<file path="src/rtl/ip_stack_array.sv">
// ip_stack_array: MCS-4 style program-counter / subroutine-return stack.
// rows[sp] is the live PC; increment, load and readout each move one nibble per cycle.
module ip_stack_array #(
    parameter int NIBBLES = 3,
    parameter int DEPTH   = 4,
    localparam int AW     = 4 * NIBBLES,
    localparam int SW     = $clog2(DEPTH)
) (
    input  logic          sysclk,
    input  logic          poc_n,
    input  logic [2:0]    cmd,
    input  logic          cmd_valid,
    output logic          cmd_ready,
    input  logic [3:0]    din,
    input  logic          din_valid,
    output logic [3:0]    dout,
    output logic          dout_valid,
    output logic [AW-1:0] pc,
    output logic [SW-1:0] level,
    output logic          ovf,
    output logic          unf,
    input  logic          clr_flags
);
    localparam int IW = (NIBBLES > 1) ? $clog2(NIBBLES) : 1;
    localparam logic [IW-1:0] LAST_IDX  = IW'(NIBBLES - 1);
    localparam logic [SW-1:0] LEVEL_MAX = SW'(DEPTH - 1);

    localparam logic [2:0] CMD_INC  = 3'd1;
    localparam logic [2:0] CMD_LOAD = 3'd2;
    localparam logic [2:0] CMD_CALL = 3'd3;
    localparam logic [2:0] CMD_RET  = 3'd4;
    localparam logic [2:0] CMD_READ = 3'd5;

    typedef enum logic [1:0] {ST_IDLE, ST_INC, ST_LOAD, ST_READ} state_t;

    state_t        state_reg, state_next;
    logic [AW-1:0] rows_reg [DEPTH];
    logic [SW-1:0] sp_reg, sp_next;
    logic [SW-1:0] level_reg, level_next;
    logic [3:0]    tmp_reg [NIBBLES];
    logic [3:0]    tmp_next [NIBBLES];
    logic [IW-1:0] idx_reg, idx_next;
    logic          carry_reg, carry_next;
    logic          is_call_reg, is_call_next;
    logic          ready_reg;
    logic          ovf_reg, unf_reg;
    logic [3:0]    dout_reg, dout_next;
    logic          dv_reg, dv_next;

    logic          accept;
    logic          ovf_set, unf_set;
    logic          row_we;
    logic [SW-1:0] row_waddr;
    logic [AW-1:0] row_wdata;
    logic [4:0]    inc_sum;
    logic [3:0]    merge_nib;
    logic [3:0]    pc_nib [NIBBLES];

    assign accept     = cmd_valid & ready_reg;
    assign pc         = rows_reg[sp_reg];
    assign cmd_ready  = ready_reg;
    assign level      = level_reg;
    assign ovf        = ovf_reg;
    assign unf        = unf_reg;
    assign dout       = dout_reg;
    assign dout_valid = dv_reg;

    assign inc_sum   = {1'b0, tmp_reg[idx_reg]} + {4'b0000, carry_reg};
    assign merge_nib = (state_reg == ST_INC) ? inc_sum[3:0] : din;

    genvar gi;

    // The written row is tmp with the nibble finished this cycle merged in,
    // so the row is updated in one shot and pc never shows a partial value.
    for (gi = 0; gi < NIBBLES; gi++) begin : g_nib
        assign pc_nib[gi]            = pc[4*gi +: 4];
        assign row_wdata[4*gi +: 4]  = (idx_reg == IW'(gi)) ? merge_nib : tmp_reg[gi];
    end

    for (gi = 0; gi < DEPTH; gi++) begin : g_row
        logic [AW-1:0] row_q;
        always_ff @(posedge sysclk) begin
            if (!poc_n) begin
                row_q <= '0;
            end else if (row_we && (row_waddr == SW'(gi))) begin
                row_q <= row_wdata;
            end
        end
        assign rows_reg[gi] = row_q;
    end

    always_comb begin
        state_next   = state_reg;
        sp_next      = sp_reg;
        level_next   = level_reg;
        tmp_next     = tmp_reg;
        idx_next     = idx_reg;
        carry_next   = carry_reg;
        is_call_next = is_call_reg;
        dout_next    = 4'h0;
        dv_next      = 1'b0;
        ovf_set      = 1'b0;
        unf_set      = 1'b0;
        row_we       = 1'b0;
        row_waddr    = sp_reg;

        case (state_reg)
            ST_IDLE: begin
                if (accept) begin
                    case (cmd)
                        CMD_INC: begin
                            tmp_next   = pc_nib;
                            carry_next = 1'b1;
                            idx_next   = '0;
                            state_next = ST_INC;
                        end
                        CMD_LOAD, CMD_CALL: begin
                            idx_next     = '0;
                            is_call_next = (cmd == CMD_CALL);
                            state_next   = ST_LOAD;
                        end
                        CMD_RET: begin
                            sp_next = sp_reg - 1'b1;
                            if (level_reg != '0) begin
                                level_next = level_reg - 1'b1;
                            end else begin
                                unf_set = 1'b1;
                            end
                        end
                        CMD_READ: begin
                            dout_next  = pc_nib[0];
                            dv_next    = 1'b1;
                            idx_next   = '0;
                            state_next = ST_READ;
                        end
                        default: ;
                    endcase
                end
            end

            ST_INC: begin
                tmp_next[idx_reg] = inc_sum[3:0];
                carry_next        = inc_sum[4];
                if (idx_reg == LAST_IDX) begin
                    row_we     = 1'b1;
                    state_next = ST_IDLE;
                end else begin
                    idx_next = idx_reg + 1'b1;
                end
            end

            ST_LOAD: begin
                if (din_valid) begin
                    tmp_next[idx_reg] = din;
                    if (idx_reg == LAST_IDX) begin
                        row_we     = 1'b1;
                        state_next = ST_IDLE;
                        if (is_call_reg) begin
                            // A full stack wraps and overwrites the oldest return address.
                            row_waddr = sp_reg + 1'b1;
                            sp_next   = sp_reg + 1'b1;
                            if (level_reg != LEVEL_MAX) begin
                                level_next = level_reg + 1'b1;
                            end else begin
                                ovf_set = 1'b1;
                            end
                        end
                    end else begin
                        idx_next = idx_reg + 1'b1;
                    end
                end
            end

            ST_READ: begin
                if (idx_reg == LAST_IDX) begin
                    state_next = ST_IDLE;
                end else begin
                    idx_next  = idx_reg + 1'b1;
                    dout_next = pc_nib[idx_reg + 1'b1];
                    dv_next   = 1'b1;
                end
            end

            default: state_next = ST_IDLE;
        endcase
    end

    always_ff @(posedge sysclk) begin
        if (!poc_n) begin
            state_reg   <= ST_IDLE;
            sp_reg      <= '0;
            level_reg   <= '0;
            tmp_reg     <= '{default: 4'h0};
            idx_reg     <= '0;
            carry_reg   <= 1'b0;
            is_call_reg <= 1'b0;
            ready_reg   <= 1'b0;
            ovf_reg     <= 1'b0;
            unf_reg     <= 1'b0;
            dout_reg    <= 4'h0;
            dv_reg      <= 1'b0;
        end else begin
            state_reg   <= state_next;
            sp_reg      <= sp_next;
            level_reg   <= level_next;
            tmp_reg     <= tmp_next;
            idx_reg     <= idx_next;
            carry_reg   <= carry_next;
            is_call_reg <= is_call_next;
            ready_reg   <= (state_next == ST_IDLE);
            // A same-cycle set wins over clr_flags.
            ovf_reg     <= ovf_set | (ovf_reg & ~clr_flags);
            unf_reg     <= unf_set | (unf_reg & ~clr_flags);
            dout_reg    <= dout_next;
            dv_reg      <= dv_next;
        end
    end

endmodule

</file>
<file path="config.mk">
export PLATFORM = sky130hd
export DESIGN_NAME = ip_stack_array
export DESIGN_NICKNAME = d
export VERILOG_FILES = /design/src/rtl/ip_stack_array.sv
export SDC_FILE = /design/constraint.sdc
export NUM_CORES = 1
export LEC_CHECK = 0
export ABC_AREA = 1
export CAP_MARGIN = 20
export CORE_MARGIN = 2
export CORE_UTILIZATION = 35
export DETAILED_ROUTE_END_ITERATION = 10
export PLACE_DENSITY = 0.64
export RECOVER_POWER = 25
export SLEW_MARGIN = 0
export SYNTH_ARGS = -nofsm -noshare
export SYNTH_HDL_FRONTEND = slang
export SYNTH_SLANG_ARGS = --single-unit
export TNS_END_PERCENT = 10
</file>
<file path="constraint.sdc">
create_clock -name sysclk -period 3.15 [get_ports sysclk]
set_clock_uncertainty 0.15 [all_clocks]
set_input_delay 0.7875 -clock sysclk [delete_from_list [all_inputs] [get_ports sysclk]]
set_output_delay 0.7875 -clock sysclk [all_outputs]
set_load 0.05 [all_outputs]
</file>
==> results of run 1 <==
[what timing repair did]
action | in CTS | in global routing
setup endpoints to repair | 1 | 0
setup buffers | 0 | 0
resized for setup | 1 | 0
[routing by layer]
metal  up-vias  track usage  wire length, µm
met3        20       0.0358              963
met4         0       0.0948              299
met5         -            0                0
met2       186        0.303             5730
li1       2178            -                -
met1      2067        0.265             5650
[power groups by stage]
stage | Sequential (mW) | Clock, mW | Combinational (mW)
6_report | 1.02 | 0.993 | 0.361
5_1_grt | 1.02 | 1.04 | 0.394
4_1_cts | 1.02 | 1.00 | 0.354
3_5_place_dp | 1.04 | 0 | 0.352
3_3_place_gp | 1.04 | 0 | 0.347
2_1_floorplan | 1.04 | 0 | 0.237
[final timing paths]
kind / startpoint / slack [ps] / cells past startpoint / to
max reg2reg: state_reg[0] / 480 / 10 / g_row[1].row_q[11]
max: sp_reg[1] / 300 / 5 / pc[2]
min reg2reg: ovf / 310 / 2 / ovf
min: ovf / 310 / 2 / ovf
[layout by cell type (no fill, tap or decap), drive strengths merged, types with 10 or more instances in the layout]
cell type	instances
clkbuf	11
nor2	70
buf	23
dfxtp	78
nand2	129
inv	63
a22oi	15
o21ai	74
clkdlybuf4s50	10
a21oi	64
dlygate4sd3	11
nand3	48
[cell type report]
type,instances,area share
clock buffer,9,0.0438
clock inverter,7,0.0110
inverter,63,0.0470
multi-input combinational,459,0.451
sequential,78,0.304
tap,147,0.0358
timing repair buffer,46,0.108
[kinds of logic (layout without fill, tap and decap cells)]
kind of cell | count (synthesis) | in the layout
compound gates | 186 | 186
buf+inv | 94 | 125
flops | 78 | 78
fa+ha+maj | 9 | 9
simple gates | 263 | 263
xor+xnor | 1 | 1
[per-stage QoR]
step	power, mW	util
after floorplan	1.28	-
after detailed placement	1.39	0.406
after global routing	2.46	0.428
final	2.37	0.428
after CTS	2.37	0.430
after global placement	1.39	0.406
[worst min-delay path, delay by kind of cell (launching register included)]
family,cells,cell delay [ps]
DFF,1,310
and+or+nand+nor,1,60
AOI/OAI and AO/OA,1,50
==> flow_metrics.tcl, run 1 <==
set metrics [dict create \
    tns_ps 0 \
    pwr-share-comb 0.152 \
    vias 4451 \
    cts.sinks 78 \
    synth_nets 652 \
    start_kind "register" \
    rows 40 \
    clk_latency_ps 340 \
    setup_violations 0 \
    cts_buffer_depth 2 \
    seq_power_share 0.430 \
    crit_required_ps 2210 \
    multi_input_area_mm2 0.00231 \
    numCtsBuffers 9 \
    synth_cell_type_count 37 \
    outcome "completed" \
    n_fill_cell 1220 \
    ant_nets 0 \
    p_sw_mw 0.719 \
    synthesis.area_mm2 0.00430 \
    dp_slack_ps 352 \
    drc 0 \
    synth_top_family_by_area "simple AND/OR/NAND/NOR gates" \
    io_pins 34 \
    drv_slew 0 \
    yosysMostFrequentCell "nand2_1" \
    rsz0062_at_grt "no" \
    routedWlPerCell_um 15.6 \
    slew_headroom 0.575 \
    routed_wl_mm 12.7 \
    clockRootBuffer "clkbuf_16" \
    ys_async_sr_fraction 0 \
    min_path_type "register to register" \
    yosysSeqAreaShare 0.363 \
    final_net_count 678 \
    area.growth.synth_to_final_pct 19.5 \
    regArea_mm2 0.00156 \
    core_area_mm2 0.0120 \
    path_max_fanout 13 \
    yosys.area.top_type "dfxtp_1" \
    ys_top_cells_by_area "dfxtp_1 36%, nand2_1 11%, a21oi_1 7.3%, nor2_1 5.8%, nand3_1 5.1%" \
    critPathArrivalTime_ps 1920 \
    antenna_found_initial 0 \
    dieArea_mm2 0.0132 \
    yosys.area_share.simple 0.265 \
    fin_cells 809 \
    switching_share 0.303 \
    synth-edff-count 0 \
    tightestPinTransition_ps 633 \
    largest_reg_flops 48 \
    gr-total-overflow 0 \
    place_congestion 0.894 \
    synthMuxAreaShare 0 \
    critPathTopFamily "simple AND/OR/NAND/NOR gates" \
    setup.worst_path.class "register to output port" \
    fp.dieW_um 115 \
    path_cells "nor2_2 > a22oi_1 > and3_1 > inv_1 > buf_12" \
    synthFlopType "dfxtp_1" \
    min_period_over_period 0.906 \
    htree_num_levels 3 \
    drtPass1Iterations 6 \
    holdBufCountCts 0 \
    dp_cells 793 \
    synth.avg_cell_area_um2 6.81 \
    stdcell_area_mm2 0.00514 \
    holdWs_ps 314 \
    slowest_stage "nor2_2" \
    dpl.hpwl_mm 8.86 \
    drtIter0Drc 428 \
    fin_crit_ps 2850 \
    grt_util_all_layers 0.196 \
    vias_per_cell 5.50 \
    netlist_instances 631 \
    yosys.area_share.xor_xnor 0.00204 \
    port_buffers 33 \
    synth.top_cells.by_count "128 x nand2_1, 78 x dfxtp_1, 66 x nor2_1" \
    maxCapViolCount 0 \
    die_h_um 115 \
    peakVddDrop_mv 0.245 \
    grt_pass1_wl_mm 20.5 \
    p_per_area_mw_per_mm2 462 \
    synth-adder-area-share 0.0262 \
    clock.fmax_mhz 350 \
    start_util 0.358 \
    yosys.area.top_type_share 0.363 \
    layout_setup_ws_ps 296 \
    hold_viol 0 \
    place_area_mm2 0.00488 \
    power_leakage_nw 2.16 \
    n_antenna_cell 0 \
    p_clk_frac 0.418 \
    tritoncts "done" \
    worst-path-buf-inv 2 \
    layout-drive-gt1-share 0.0967 \
    grt_pass1_vias 4207 \
    synth_compound_area_frac 0.246 \
    grt_max_degree 58 \
    cp_slowest_stage_delay_ps 510 \
    yosysWarnings 0 \
    synth_seq_cells 78 \
    clkSlewWorstSetupHoldPaths_ps 70 \
    worst_setup_path_end_kind "output port" \
    p_int_mw 1.65 \
]
Note: power is estimated with default switching activity, not from simulation.
==> run 2: changes to the inputs <==
--- a/config.mk
+++ b/config.mk
@@ -7,10 +7,10 @@
 export LEC_CHECK = 0
 export ABC_AREA = 1
 export CAP_MARGIN = 20
-export CORE_MARGIN = 2
 export CORE_UTILIZATION = 35
 export DETAILED_ROUTE_END_ITERATION = 10
-export PLACE_DENSITY = 0.64
+export DONT_BUFFER_PORTS = 1
+export PLACE_DENSITY = 0.6
 export RECOVER_POWER = 25
 export SLEW_MARGIN = 0
 export SYNTH_ARGS = -nofsm -noshare
==> flow_metrics.tcl, run 2 (synthesized netlist as in run 1, its figures left out) <==
set metrics [dict create \
    outcome "completed" \
    critPathTopFamily "simple AND/OR/NAND/NOR gates" \
    grt_pass1_wl_mm 21.1 \
    io_pins 34 \
    hold_viol 0 \
    n_antenna_cell 0 \
    dpl.hpwl_mm 9.04 \
    antenna_found_initial 0 \
    layout_common_cells "128 x nand2_1, 78 x dfxtp_1, 66 x nor2_1" \
    seq_power_share 0.426 \
    n_fill_cell 1308 \
    dieArea_mm2 0.0127 \
    p_per_area_mw_per_mm2 514 \
    peakVddDrop_mv 0.286 \
    final_net_count 645 \
    core_area_mm2 0.0120 \
    min_period_over_period 0.903 \
    worst_setup_path_end_kind "output port" \
    maxCapViolCount 0 \
    holdBufCountCts 0 \
    place_area_mm2 0.00440 \
    tritoncts "done" \
    slowest_stage "nand3_1" \
    numCtsBuffers 9 \
    p_sw_mw 0.681 \
    cts_setup_buffers 0 \
    setup_violations 0 \
    drc 0 \
    ant_nets 0 \
    die_h_um 113 \
    layout-drive-gt1-share 0.0779 \
    p_int_mw 1.73 \
    vias 4251 \
    cp_slowest_stage_delay_ps 550 \
    min_path_type "register to register" \
    area.growth.synth_to_final_pct 9.17 \
    largest_reg_flops 48 \
    fp.dieW_um 113 \
    tightestPinTransition_ps 865 \
    switching_share 0.283 \
    start_kind "register" \
    grt_pass1_vias 4044 \
    holdWs_ps 365 \
    clockRootBuffer "clkbuf_16" \
    slew_headroom 0.423 \
    multi_input_area_mm2 0.00232 \
    path_max_fanout 12 \
    cts.sinks 78 \
    grt_max_degree 59 \
    routed_wl_mm 12.8 \
    post_cts_resize_count 0 \
    layout_commonest_cell "nand2_1" \
    regArea_mm2 0.00156 \
    clk_latency_ps 350 \
    routedWlPerCell_um 16.5 \
    place_congestion 0.857 \
    clock.fmax_mhz 352 \
    rsz0062_at_grt "no" \
    pwr-share-comb 0.133 \
    grt_util_all_layers 0.214 \
    vias_per_cell 5.48 \
    stdcell_area_mm2 0.00469 \
    drtPass1Iterations 5 \
    p_clk_frac 0.442 \
    drv_slew 0 \
    htree_num_levels 3 \
    path_cells "inv_1 > nor2_1 > buf_4 > a22oi_1 > nand3_1" \
    start_util 0.358 \
    cts_buffer_depth 2 \
    crit_required_ps 2210 \
    worst-path-buf-inv 2 \
    fin_crit_ps 2840 \
    critPathArrivalTime_ps 1910 \
    port_buffers 0 \
    rows 40 \
    power_leakage_nw 1.96 \
    setup.worst_path.class "register to output port" \
    drtIter0Drc 295 \
    clkSlewWorstSetupHoldPaths_ps 60 \
    gr-total-overflow 0 \
    tns_ps 0 \
]
## run 2: power groups by stage
stage               logic (mW)  clock network, mW  registers, mW
CTS                      0.317               1.09           1.03
global placement         0.312                  0           1.05
detailed placement       0.315                  0           1.05
floorplan                0.237                  0           1.04
finish                   0.320               1.06           1.03
global route             0.353               1.13           1.03
## run 2: worst reg2reg max path, delay by kind of cell (launching register included)
kind	cells	cell delay, ps
compound gates	1	90
buf+inv	4	450
simple gates	7	1120
fa+ha+maj	1	420
flops	1	310
## run 2: final cells by class
cell class / instances / area share
Timing Repair Buffer: 13 / 0.0184
Tap cell: 147 / 0.0392
Clock inverter: 5 / 0.0125
Sequential cell: 78 / 0.333
Multi-Input combinational cell: 459 / 0.494
Clock buffer: 11 / 0.0517
Inverter: 63 / 0.0515
## run 2: metal layers
metal  vias up  track usage  share of wire
li1       2111            -              -
met1      1968        0.279           0.44
met2       149        0.331           0.46
met4         0       0.0969          0.028
met3        23       0.0562          0.070
met5         -            0              0
## run 2: stage by stage
stage	worst slack, ps	std cells	total power, mW	util
2_1_floorplan	821	631	1.28	-
3_3_place_gp	613	758	1.36	0.365
3_5_place_dp	533	760	1.36	0.366
4_1_cts	319	776	2.44	0.391
5_1_grt	209	776	2.51	0.391
6_report	306	776	2.41	0.391
## run 2: worst paths after layout
path | cells past startpoint | slack (ps) | end | startpoint
setup / recovery | 5 | 310 | pc[4] | sp_reg[0]
hold / removal | 2 | 370 | g_row[3].row_q[1] | g_row[3].row_q[1]
setup reg to reg | 13 | 520 | g_row[0].row_q[7] | idx_reg[0]
hold reg to reg | 2 | 370 | g_row[3].row_q[1] | g_row[3].row_q[1]
==> run 3: changes to the inputs <==
--- a/config.mk
+++ b/config.mk
@@ -10,6 +10,7 @@
 export CORE_UTILIZATION = 35
 export DETAILED_ROUTE_END_ITERATION = 10
 export DONT_BUFFER_PORTS = 1
+export GPL_TIMING_DRIVEN = 0
 export PLACE_DENSITY = 0.6
 export RECOVER_POWER = 25
 export SLEW_MARGIN = 0
==> flow_metrics.tcl, run 3 (synthesized netlist as in run 1, its figures left out) <==
set metrics [dict create \
    clock.fmax_mhz 328 \
    grt_pass1_wl_mm 21.8 \
    area.growth.synth_to_final_pct 11.3 \
    clkSlewWorstSetupHoldPaths_ps 60 \
    io_pins 34 \
    die_h_um 113 \
    clk_latency_ps 350 \
    largest_reg_flops 48 \
    clockRootBuffer "clkbuf_16" \
    n_antenna_cell 0 \
    fp.dieW_um 113 \
    dpl.hpwl_mm 10.3 \
    drv_slew 0 \
    layout_setup_ws_ps 103 \
    cts_setup_buffers 0 \
    grt_util_all_layers 0.224 \
    path_max_fanout 10 \
    setup_violations 0 \
    vias 4384 \
    drtPass1Iterations 5 \
    tns_ps 0 \
    min_period_over_period 0.967 \
    setup.worst_path.class "register to output port" \
    dieArea_mm2 0.0127 \
    critPathArrivalTime_ps 2110 \
    cts.sinks 78 \
    drtIter0Drc 347 \
    n_fill_cell 1279 \
    numCtsBuffers 9 \
    outcome "completed" \
    regArea_mm2 0.00156 \
    gr-total-overflow 0 \
    start_util 0.358 \
    vias_per_cell 5.51 \
    layout-drive-gt1-share 0.0847 \
    holdWs_ps 374 \
    place_area_mm2 0.00450 \
    place_congestion 0.887 \
    port_buffers 0 \
    tightestPinTransition_ps 1030 \
    slew_headroom 0.310 \
    peakVddDrop_mv 0.219 \
    grt_pass1_vias 4129 \
    antenna_found_initial 0 \
    htree_num_levels 3 \
    hold_viol 0 \
    power_leakage_nw 2.01 \
    layout_common_cells "128 x nand2_1, 78 x dfxtp_1, 66 x nor2_1" \
    ant_nets 0 \
    drc 0 \
    layout_commonest_cell "nand2_1" \
    routed_wl_mm 13.9 \
    dp_slack_ps 346 \
    p_per_area_mw_per_mm2 492 \
    dp_cells 780 \
    final_net_count 665 \
    maxCapViolCount 0 \
    crit_required_ps 2210 \
    rows 40 \
    routedWlPerCell_um 17.4 \
    rsz0062_at_grt "no" \
    min_path_type "register to register" \
    core_area_mm2 0.0120 \
    tritoncts "done" \
    stdcell_area_mm2 0.00478 \
    cts_buffer_depth 2 \
    start_kind "register" \
    fin_crit_ps 3050 \
    fin_cells 796 \
    worst_setup_path_end_kind "output port" \
    grt_max_degree 14 \
    multi_input_area_mm2 0.00232 \
]
## run 3: power breakdown
group / switching, mW / internal [mW]
logic: 0.246 / 0.0928
registers: 0.0236 / 1.00
clock network: 0.433 / 0.555
## run 3: worst max-delay path, cell delays in order (launching register included)
cell and delay (ps):
dfxtp_1 400, inv_1 110, nor2_1 310, buf_2 320, nand2_1 100, nand3_1 510
## run 3: path summary, 6_finish.rpt
check | from | end | slack (ps) | cells past startpoint
worst min-delay path | g_row[3].row_q[6] | g_row[3].row_q[6] | 370 | 2
worst max register to register | idx_reg[0] | g_row[1].row_q[11] | 190 | 16
worst min register to register | g_row[3].row_q[6] | g_row[3].row_q[6] | 370 | 2
worst max-delay path | sp_reg[1] | pc[0] | 100 | 5
## run 3: area by class of cell
class                   instances  share of cell area
plain buffers                  31              0.0372
well taps                     147              0.0385
flip-flops and latches         78               0.327
clock buffers                  11              0.0508
clock inverters                 5             0.00733
inverters                      63              0.0505
multi-input cells             459               0.485
repair buffers                  2             0.00471
## run 3: what timing repair did
| action | CTS | global route |
|---|---|---|
| gates resized for setup | 0 | 1 |
| setup endpoints to repair | 0 | 1 |
| hold buffers | 0 | 0 |
## run 3: metal layers
layer  track usage  share of wire  up-vias
met2         0.376           0.47      146
met3        0.0423          0.063       25
li1              -              -     2149
met1         0.283           0.44     2064
met5             0              0        -
met4        0.0889          0.023        0
## run 3: stage by stage
step,utilization,power (mW)
floorplan,-,1.28
global placement,0.373,1.37
detailed placement,0.375,1.38
CTS,0.398,2.36
global route,0.398,2.44
finish,0.398,2.35
